### config.mk
export PLATFORM = sky130hd
export DESIGN_NAME = csr_trap_ctrl
export DESIGN_NICKNAME = d
export VERILOG_FILES = /design/src/rtl/csr_trap_ctrl.sv
export SDC_FILE = /design/constraint.sdc
export NUM_CORES = 1
export LEC_CHECK = 0
export CAP_MARGIN = 5
export CORE_MARGIN = 5
export CORE_UTILIZATION = 35
export DETAILED_ROUTE_END_ITERATION = 10
export DONT_BUFFER_PORTS = 1
export SYNTH_ARGS = -nofsm -noshare
export SYNTH_HDL_FRONTEND = slang
export SYNTH_SLANG_ARGS = --single-unit
### constraint.sdc
create_clock -name clk -period 2.2 [get_ports clk]
set_clock_uncertainty 0.1 [all_clocks]
set_input_delay 0.44 -clock clk [delete_from_list [all_inputs] [get_ports clk]]
set_output_delay 0.44 -clock clk [all_outputs]
set_load 0.05 [all_outputs]
### src/rtl/csr_trap_ctrl.sv
// csr_trap_ctrl
//   Machine-mode trap / mret sequencer sitting in front of the CSR register
//   file. An accepted exception or interrupt walks the CSR write port through
//   mepc, mcause, mtval and mstatus, then reads mtvec and issues a one-cycle
//   PC redirect. An accepted mret rewrites mstatus while reading mepc, then
//   redirects to the saved PC. The pipeline stalls on busy throughout.
//
// Optional feature macro: TRAP_VECTORED_EN
//   defined   : vectored mtvec mode (mtvec[1:0]==2'b01) offsets interrupt
//               targets by cause*4; exceptions still go to the base.
//   undefined : mtvec[1:0] ignored, every trap goes to the base.
//
// Parameters
//   RESET_VEC      redirect_pc value after reset / before the first redirect
// Ports
//   clk, rst       clock; synchronous active-high reset
//   exc_req        exception request (level, held until req_ack)
//   exc_cause      mcause for the exception
//   exc_val        mtval for the exception
//   mret_req       mret request (level, held until req_ack)
//   irq_in         external interrupt line
//   trap_pc        PC saved into mepc
//   mstatus_in     current mstatus
//   mie_in         current mie
//   csr_rdata      CSR read data (combinational from csr_raddr)
//   csr_raddr      CSR read address (0 when unused)
//   csr_waddr      CSR write address (0 when no write)
//   csr_wdata      CSR write data (0 when no write)
//   csr_w          CSR write enable
//   csr_wsc_mode   2'b01 while writing, else 2'b00
//   req_ack        one-cycle accept pulse for exc/mret
//   busy           sequence in progress
//   redirect_valid one-cycle fetch redirect
//   redirect_pc    redirect target (holds its last value otherwise)
module csr_trap_ctrl #(
  parameter logic [31:0] RESET_VEC = 32'h0000_0000
) (
  input  logic        clk,
  input  logic        rst,
  input  logic        exc_req,
  input  logic [31:0] exc_cause,
  input  logic [31:0] exc_val,
  input  logic        mret_req,
  input  logic        irq_in,
  input  logic [31:0] trap_pc,
  input  logic [31:0] mstatus_in,
  input  logic [31:0] mie_in,
  input  logic [31:0] csr_rdata,
  output logic [11:0] csr_raddr,
  output logic [11:0] csr_waddr,
  output logic [31:0] csr_wdata,
  output logic        csr_w,
  output logic [1:0]  csr_wsc_mode,
  output logic        req_ack,
  output logic        busy,
  output logic        redirect_valid,
  output logic [31:0] redirect_pc
);

  localparam logic [11:0] A_MSTATUS = 12'h300;
  localparam logic [11:0] A_MTVEC   = 12'h305;
  localparam logic [11:0] A_MEPC    = 12'h341;
  localparam logic [11:0] A_MCAUSE  = 12'h342;
  localparam logic [11:0] A_MTVAL   = 12'h343;

  localparam logic [31:0] IRQ_CAUSE = 32'h8000_000B;

  typedef enum logic [3:0] {
    IDLE,
    T_EPC,
    T_CAUSE,
    T_TVAL,
    T_STATUS,
    T_VEC,
    M_STATUS,
    M_REDIR
  } state_t;

  state_t      state, state_nx;

  logic [31:0] pc_q, cause_q, val_q, mepc_q, last_pc_q;

  logic        irq_take;
  logic        load_trap;
  logic [31:0] load_cause, load_val;
  logic [31:0] vec_base, vec_pc, target_pc;
  logic [31:0] trap_mstatus, mret_mstatus;

  // Only mie[11] (MEIE) matters here.
  logic        unused_mie;
  assign unused_mie = ^{mie_in[31:12], mie_in[10:0]};

  assign irq_take = irq_in & mstatus_in[3] & mie_in[11];

  // MPIE <- MIE, MIE <- 0, MPP <- 2'b11
  assign trap_mstatus = (mstatus_in & ~32'h0000_1888)
                      | {24'b0, mstatus_in[3], 7'b0}
                      | 32'h0000_1800;
  // MIE <- MPIE, MPIE <- 1
  assign mret_mstatus = (mstatus_in & ~32'h0000_0088)
                      | {28'b0, mstatus_in[7], 3'b0}
                      | 32'h0000_0080;

  assign vec_base = {csr_rdata[31:2], 2'b00};

`ifdef TRAP_VECTORED_EN
  assign vec_pc = (csr_rdata[1:0] == 2'b01 && cause_q[31])
                ? vec_base + {25'b0, cause_q[4:0], 2'b00}
                : vec_base;
`else
  assign vec_pc = vec_base;
`endif

  always_comb begin
    state_nx       = state;
    csr_raddr      = '0;
    csr_waddr      = '0;
    csr_wdata      = '0;
    csr_w          = 1'b0;
    req_ack        = 1'b0;
    redirect_valid = 1'b0;
    target_pc      = last_pc_q;
    load_trap      = 1'b0;
    load_cause     = '0;
    load_val       = '0;

    case (state)
      IDLE: begin
        if (exc_req) begin
          state_nx   = T_EPC;
          req_ack    = ~rst;
          load_trap  = 1'b1;
          load_cause = exc_cause;
          load_val   = exc_val;
        end else if (mret_req) begin
          state_nx   = M_STATUS;
          req_ack    = ~rst;
        end else if (irq_take) begin
          state_nx   = T_EPC;
          load_trap  = 1'b1;
          load_cause = IRQ_CAUSE;
          load_val   = '0;
        end
      end
      T_EPC: begin
        csr_w     = 1'b1;
        csr_waddr = A_MEPC;
        csr_wdata = pc_q;
        state_nx  = T_CAUSE;
      end
      T_CAUSE: begin
        csr_w     = 1'b1;
        csr_waddr = A_MCAUSE;
        csr_wdata = cause_q;
        state_nx  = T_TVAL;
      end
      T_TVAL: begin
        csr_w     = 1'b1;
        csr_waddr = A_MTVAL;
        csr_wdata = val_q;
        state_nx  = T_STATUS;
      end
      T_STATUS: begin
        csr_w     = 1'b1;
        csr_waddr = A_MSTATUS;
        csr_wdata = trap_mstatus;
        state_nx  = T_VEC;
      end
      T_VEC: begin
        csr_raddr      = A_MTVEC;
        redirect_valid = 1'b1;
        target_pc      = vec_pc;
        state_nx       = IDLE;
      end
      // mepc is read over the async port in the same cycle mstatus is written
      M_STATUS: begin
        csr_w     = 1'b1;
        csr_waddr = A_MSTATUS;
        csr_wdata = mret_mstatus;
        csr_raddr = A_MEPC;
        state_nx  = M_REDIR;
      end
      M_REDIR: begin
        redirect_valid = 1'b1;
        target_pc      = mepc_q;
        state_nx       = IDLE;
      end
      default: state_nx = IDLE;
    endcase
  end

  assign csr_wsc_mode = csr_w ? 2'b01 : 2'b00;
  assign busy         = (state != IDLE);
  assign redirect_pc  = target_pc;

  always_ff @(posedge clk) begin
    if (rst) begin
      state     <= IDLE;
      pc_q      <= '0;
      cause_q   <= '0;
      val_q     <= '0;
      mepc_q    <= '0;
      last_pc_q <= RESET_VEC;
    end else begin
      state <= state_nx;
      if (load_trap) begin
        pc_q    <= trap_pc;
        cause_q <= load_cause;
        val_q   <= load_val;
      end
      if (state == M_STATUS)
        mepc_q <= csr_rdata;
      if (redirect_valid)
        last_pc_q <= target_pc;
    end
  end

endmodule

# == Word level (Yosys, flattened, before mapping) ==
# Index checks and enable logic that the tools add are counted.
# op_classes
reduce_logical,5
n_eq_ne,8
bitwise,5
n_mux,24
# ops
cell,n
32-bit two-way mux,6
32-bit case mux with 5 select lines,1
32-bit case mux with 2 select lines,1
10-bit case mux with 4 select lines,1
32-bit by 4-bit bitwise OR with 32-bit output,1
32-bit by 8-bit bitwise OR with 32-bit output,1
4-bit case mux with 6 select lines,1
10-bit case mux with 2 select lines,1
"4-bit by 3-bit == test with 1-bit output, second input constant",4
4-bit two-way mux,3
1-bit two-way mux,10
"4-bit by 2-bit == test with 1-bit output, second input constant",2
5-bit OR reduction,1
"4-bit by 1-bit == test with 1-bit output, second input constant",1
4-bit zero test,1
"4-bit inequality test, second input constant",1
4-bit nonzero test,1
2-bit OR reduction,2
1-bit AND,2
1-bit NOT,1
# word_totals
ff_bits,164
output_inout_bits,94

# == Longest topological paths before layout ==
# depth
word_depth,6
mapped_depth,7

# == Worst setup path before layout ==
# OpenSTA, ideal clock, no wires.
# synth_path
path_kind,register to output
start,register state[1]
end,output csr_wdata[11]
path_stages_with_launch,6
slack_ns,-0.515
t_arrival_ns,2.175
path_cell_list,dfxtp_1 > buf_4 > buf_4 > buf_2 > a21oi_1 > o32ai_1
# synth_via
elab_chain_cells,2
# synth_rtl
element,line_no,source
"start, declared",79,"state_t state, state_nx;"
"start signal, assigned",205,state <= state_nx;
4-bit by 3-bit == test with 1-bit output (tied with other cells),127,case (state)
32-bit case mux with 5 select lines *,127,
"end, declared",51,"output logic [31:0] csr_wdata,"
# Mark *: on every way between the ends. The rest lies on a longest branch, timed or not.

# == Final worst setup path ==
# layout_path
start,register state[1]
end,output csr_wdata[4]
# The elaborated chain is that of the path after synthesis.

==> impl_metrics.yaml <==
timing:
  min_period_ns: 2.39
  hold_viol: 0
  setup_ws_ns: -0.185
  post-route-period-util_pct: 108
  report.final.slew_viol_count: 0
  max_freq_mhz: 419
  rsz0062_at_grt: "yes"
  setup-violations-final: 67
  whs_ns: 0.0421
critical_path:
  cp-start-kind: "flop"
  critical_path_class: "reg2out"
  crit_buf_inv: 3
  cp_slowest_cell: "dfxtp_4"
  cp_cell_sequence: "buf_12 -> buf_12 -> mux2_2 -> a22oi_2 -> o21ai_2 -> buf_12"
  cpPeakStageDelay_ns: 0.39
  path_common_cell: "buf_12"
  path_delay_family: "buffers and inverters"
  cp_data_arrival_time_ns: 1.85
  required_ns: 1.66
  critPathCaptureType: "primary output"
  critPathMaxFanout: 11
clock_network:
  cts.sinks: 163
  clock_latency_ns: 0.42
  numCtsBuffers: 17
  cts.clk_slew.worst_paths_ns: 0.07
  cts_tree: "done"
  htree_levels: 4
  cts_buffer_depth: 2
  cts-root-buf: "clkbuf_16"
finish:
  fin_nets: 1189
  area_growth_pct: 44.9
  fillers: 1947
  fin_area_mm2: 0.0110
  diodes: 0
  layout-drive-gt1-share_pct: 32.7
synth:
  synth_area_leaders: "dfxtp_1 (43%), nand2_1 (11%), mux2i_1 (8.4%)"
  ys.flop_type: "dfxtp_1"
  ys_warn_count: 0
  synth_top_area_share_pct: 42.8
  synth_common_cells: "nand2_1 (225), dfxtp_1 (163), o21ai_0 (72)"
  synth.distinct_cells: 38
  ys_ff_latch: 163
  syn-cell-area_mm2: 0.00762
  synth_edf_count: 0
  synthArstFlopShare_pct: 0
  synth_top_cell_by_area: "dfxtp_1"
  synth.most_common_cell: "nand2_1"
  syn_inst: 936
  ys_seq_area_share_pct: 42.8
  synth.avg_cell_area_um2: 8.14
worst_hold_path:
  hold_class: "in2reg"
floorplan:
  dieArea_mm2: 0.0248
  core.rowCount: 54
  ios: 291
  initial_core_util_pct: 35.2
  dieHeight_um: 158
  coreArea_mm2: 0.0216
  dieWidth_um: 158
route:
  routedLengthMet1_mm: 10.2
  wl_met2_mm: 12.5
  dr.max_layer_used: "met4"
  drtPass1Iterations: 5
  routed_wl_mm: 25.3
  vias_per_cell: 5.33
  dr_wl_met3_mm: 2.32
  drc: 0
  dr_total_vias: 6846
  ant_nets: 0
  post_drt_wl_per_cell_um: 19.7
  drtIter0Drc: 306
placed_design:
  buffer_ports.inserted: 0
  dpl-instance-area_mm2: 0.00931
  place_hpwl_mm: 15.0
  gp_congestion: 0.751
  place_ws_ns: 0.115
global_route:
  track_usage_pct: 19.2
  grt_overflow: 0
  grt_antenna_before_repair: 0
  grt_pass1_wl_mm: 37.5
  grt_pass1_vias: 6815
  grt_max_degree: 67
outcome:
  violations: "setup timing"
  outcome: "complete, but fails checks"
power_and_ir_drop:
  pwr_density_cell_mw_per_mm2: 816
  peakVddDrop_mv: 0.457
  leakage_nw: 3.90
run:
  cap_violations: 0
## worst reg2reg max path, cell delays in order, from the launching register on
cell	delay, ns
dfxtp_4	0.37
buf_12	0.17
buf_6	0.14
nor3_4	0.15
inv_2	0.10
buf_4	0.15
a21oi_4	0.20
buf_12	0.28
mux2i_1	0.28
## layer usage
metal  vias to the layer above  global-route usage, %
li1                       3315                      -
met1                      3260                   23.2
met2                       245                   31.7
met3                        26                   7.84
met4                         0                   5.08
met5                         -                      0
## where the power goes
| part | internal (W) | switching, W | total (W) |
|---|---|---|---|
| combinational | 0.00129 | 0.00169 | 0.00298 |
| sequential | 0.00316 | 0.000121 | 0.00329 |
| clock | 0.00148 | 0.00126 | 0.00273 |
## kinds of logic (layout without fill, tap and decap cells)
family	Yosys count	in the layout	synth area share, %
multiplexers	94	94	12.8
AO/OA/AOI/OAI	232	232	18.0
buffers and inverters	111	165	8.12
AND/OR/NAND/NOR	335	335	18.2
other	1	15	0.0492
flip-flops	163	163	42.8
## per-stage QoR
stage	power (W)	util [%]	setup TNS [ns]	instances
2_1_floorplan	0.00497	-	-1.17	950
5_1_grt	0.00940	51.1	-13.19	1284
3_3_place_gp	0.00576	43.0	0	1225
6_report	0.00900	51.1	-7.55	1284
4_1_cts	0.00902	50.0	-9.41	1280
3_5_place_dp	0.00578	43.0	0	1225
## timing repair
action | 4_1_cts | 5_1_grt
gates resized for setup | 117 | 27
pin swaps | 32 | 12
hold buffers | 1 | 0
hold endpoints to repair | 66 | 0
cloned | 11 | 4
buffers inserted | 13 | 1
setup endpoints to repair | 73 | 75
## sequential cells by signal (all words and copies together), names as in the netlist
| name | count |
|---|---|
| mepc_q | 32 |
| pc_q | 32 |
| state | 3 |
| val_q | 32 |
| cause_q | 32 |
| last_pc_q | 32 |
## cell usage in the layout, fill, tap and decap left out, drive strengths merged, types with 2 or more instances in the layout
cell / n
nand2: 225
dfxtp: 163
buf: 122
o21ai: 91
a21oi: 70
mux2i: 64
nand3: 62
nor2: 37
a211oi: 31
mux2: 30
a22oi: 29
clkbuf: 24
conb: 15
inv: 11
clkinv: 5
o221a: 4
clkinvlp: 3
nor2b: 3
o21a: 3
nor3: 2
nand2b: 2
## final cells by class
type / instances / area, um^2 / area share (%)
Inverter: 8 / 45.0 / 0.408
Tap cell: 280 / 350 / 3.17
Clock buffer: 20 / 447 / 4.05
Sequential cell: 163 / 3270 / 29.6
Multi-Input combinational cell: 676 / 4600 / 41.7
Clock inverter: 11 / 81.3 / 0.737
Timing Repair Buffer: 126 / 2240 / 20.3
## path summary, 6_finish.rpt
kind / from / to / slack [ns] / cells past startpoint
setup / recovery: state[1]$_SDFFE_PP0P_ / csr_wdata[4] / -0.19 / 6
hold / removal: csr_rdata[13] / mepc_q[13]$_SDFFE_PP0N_ / 0.04 / 2
setup reg to reg: state[1]$_SDFFE_PP0P_ / pc_q[26]$_SDFFE_PP0P_ / 0.19 / 8
hold reg to reg: val_q[13]$_SDFFE_PP0P_ / val_q[13]$_SDFFE_PP0P_ / 0.35 / 2
No activity file was read; power rests on OpenSTA's default activity.
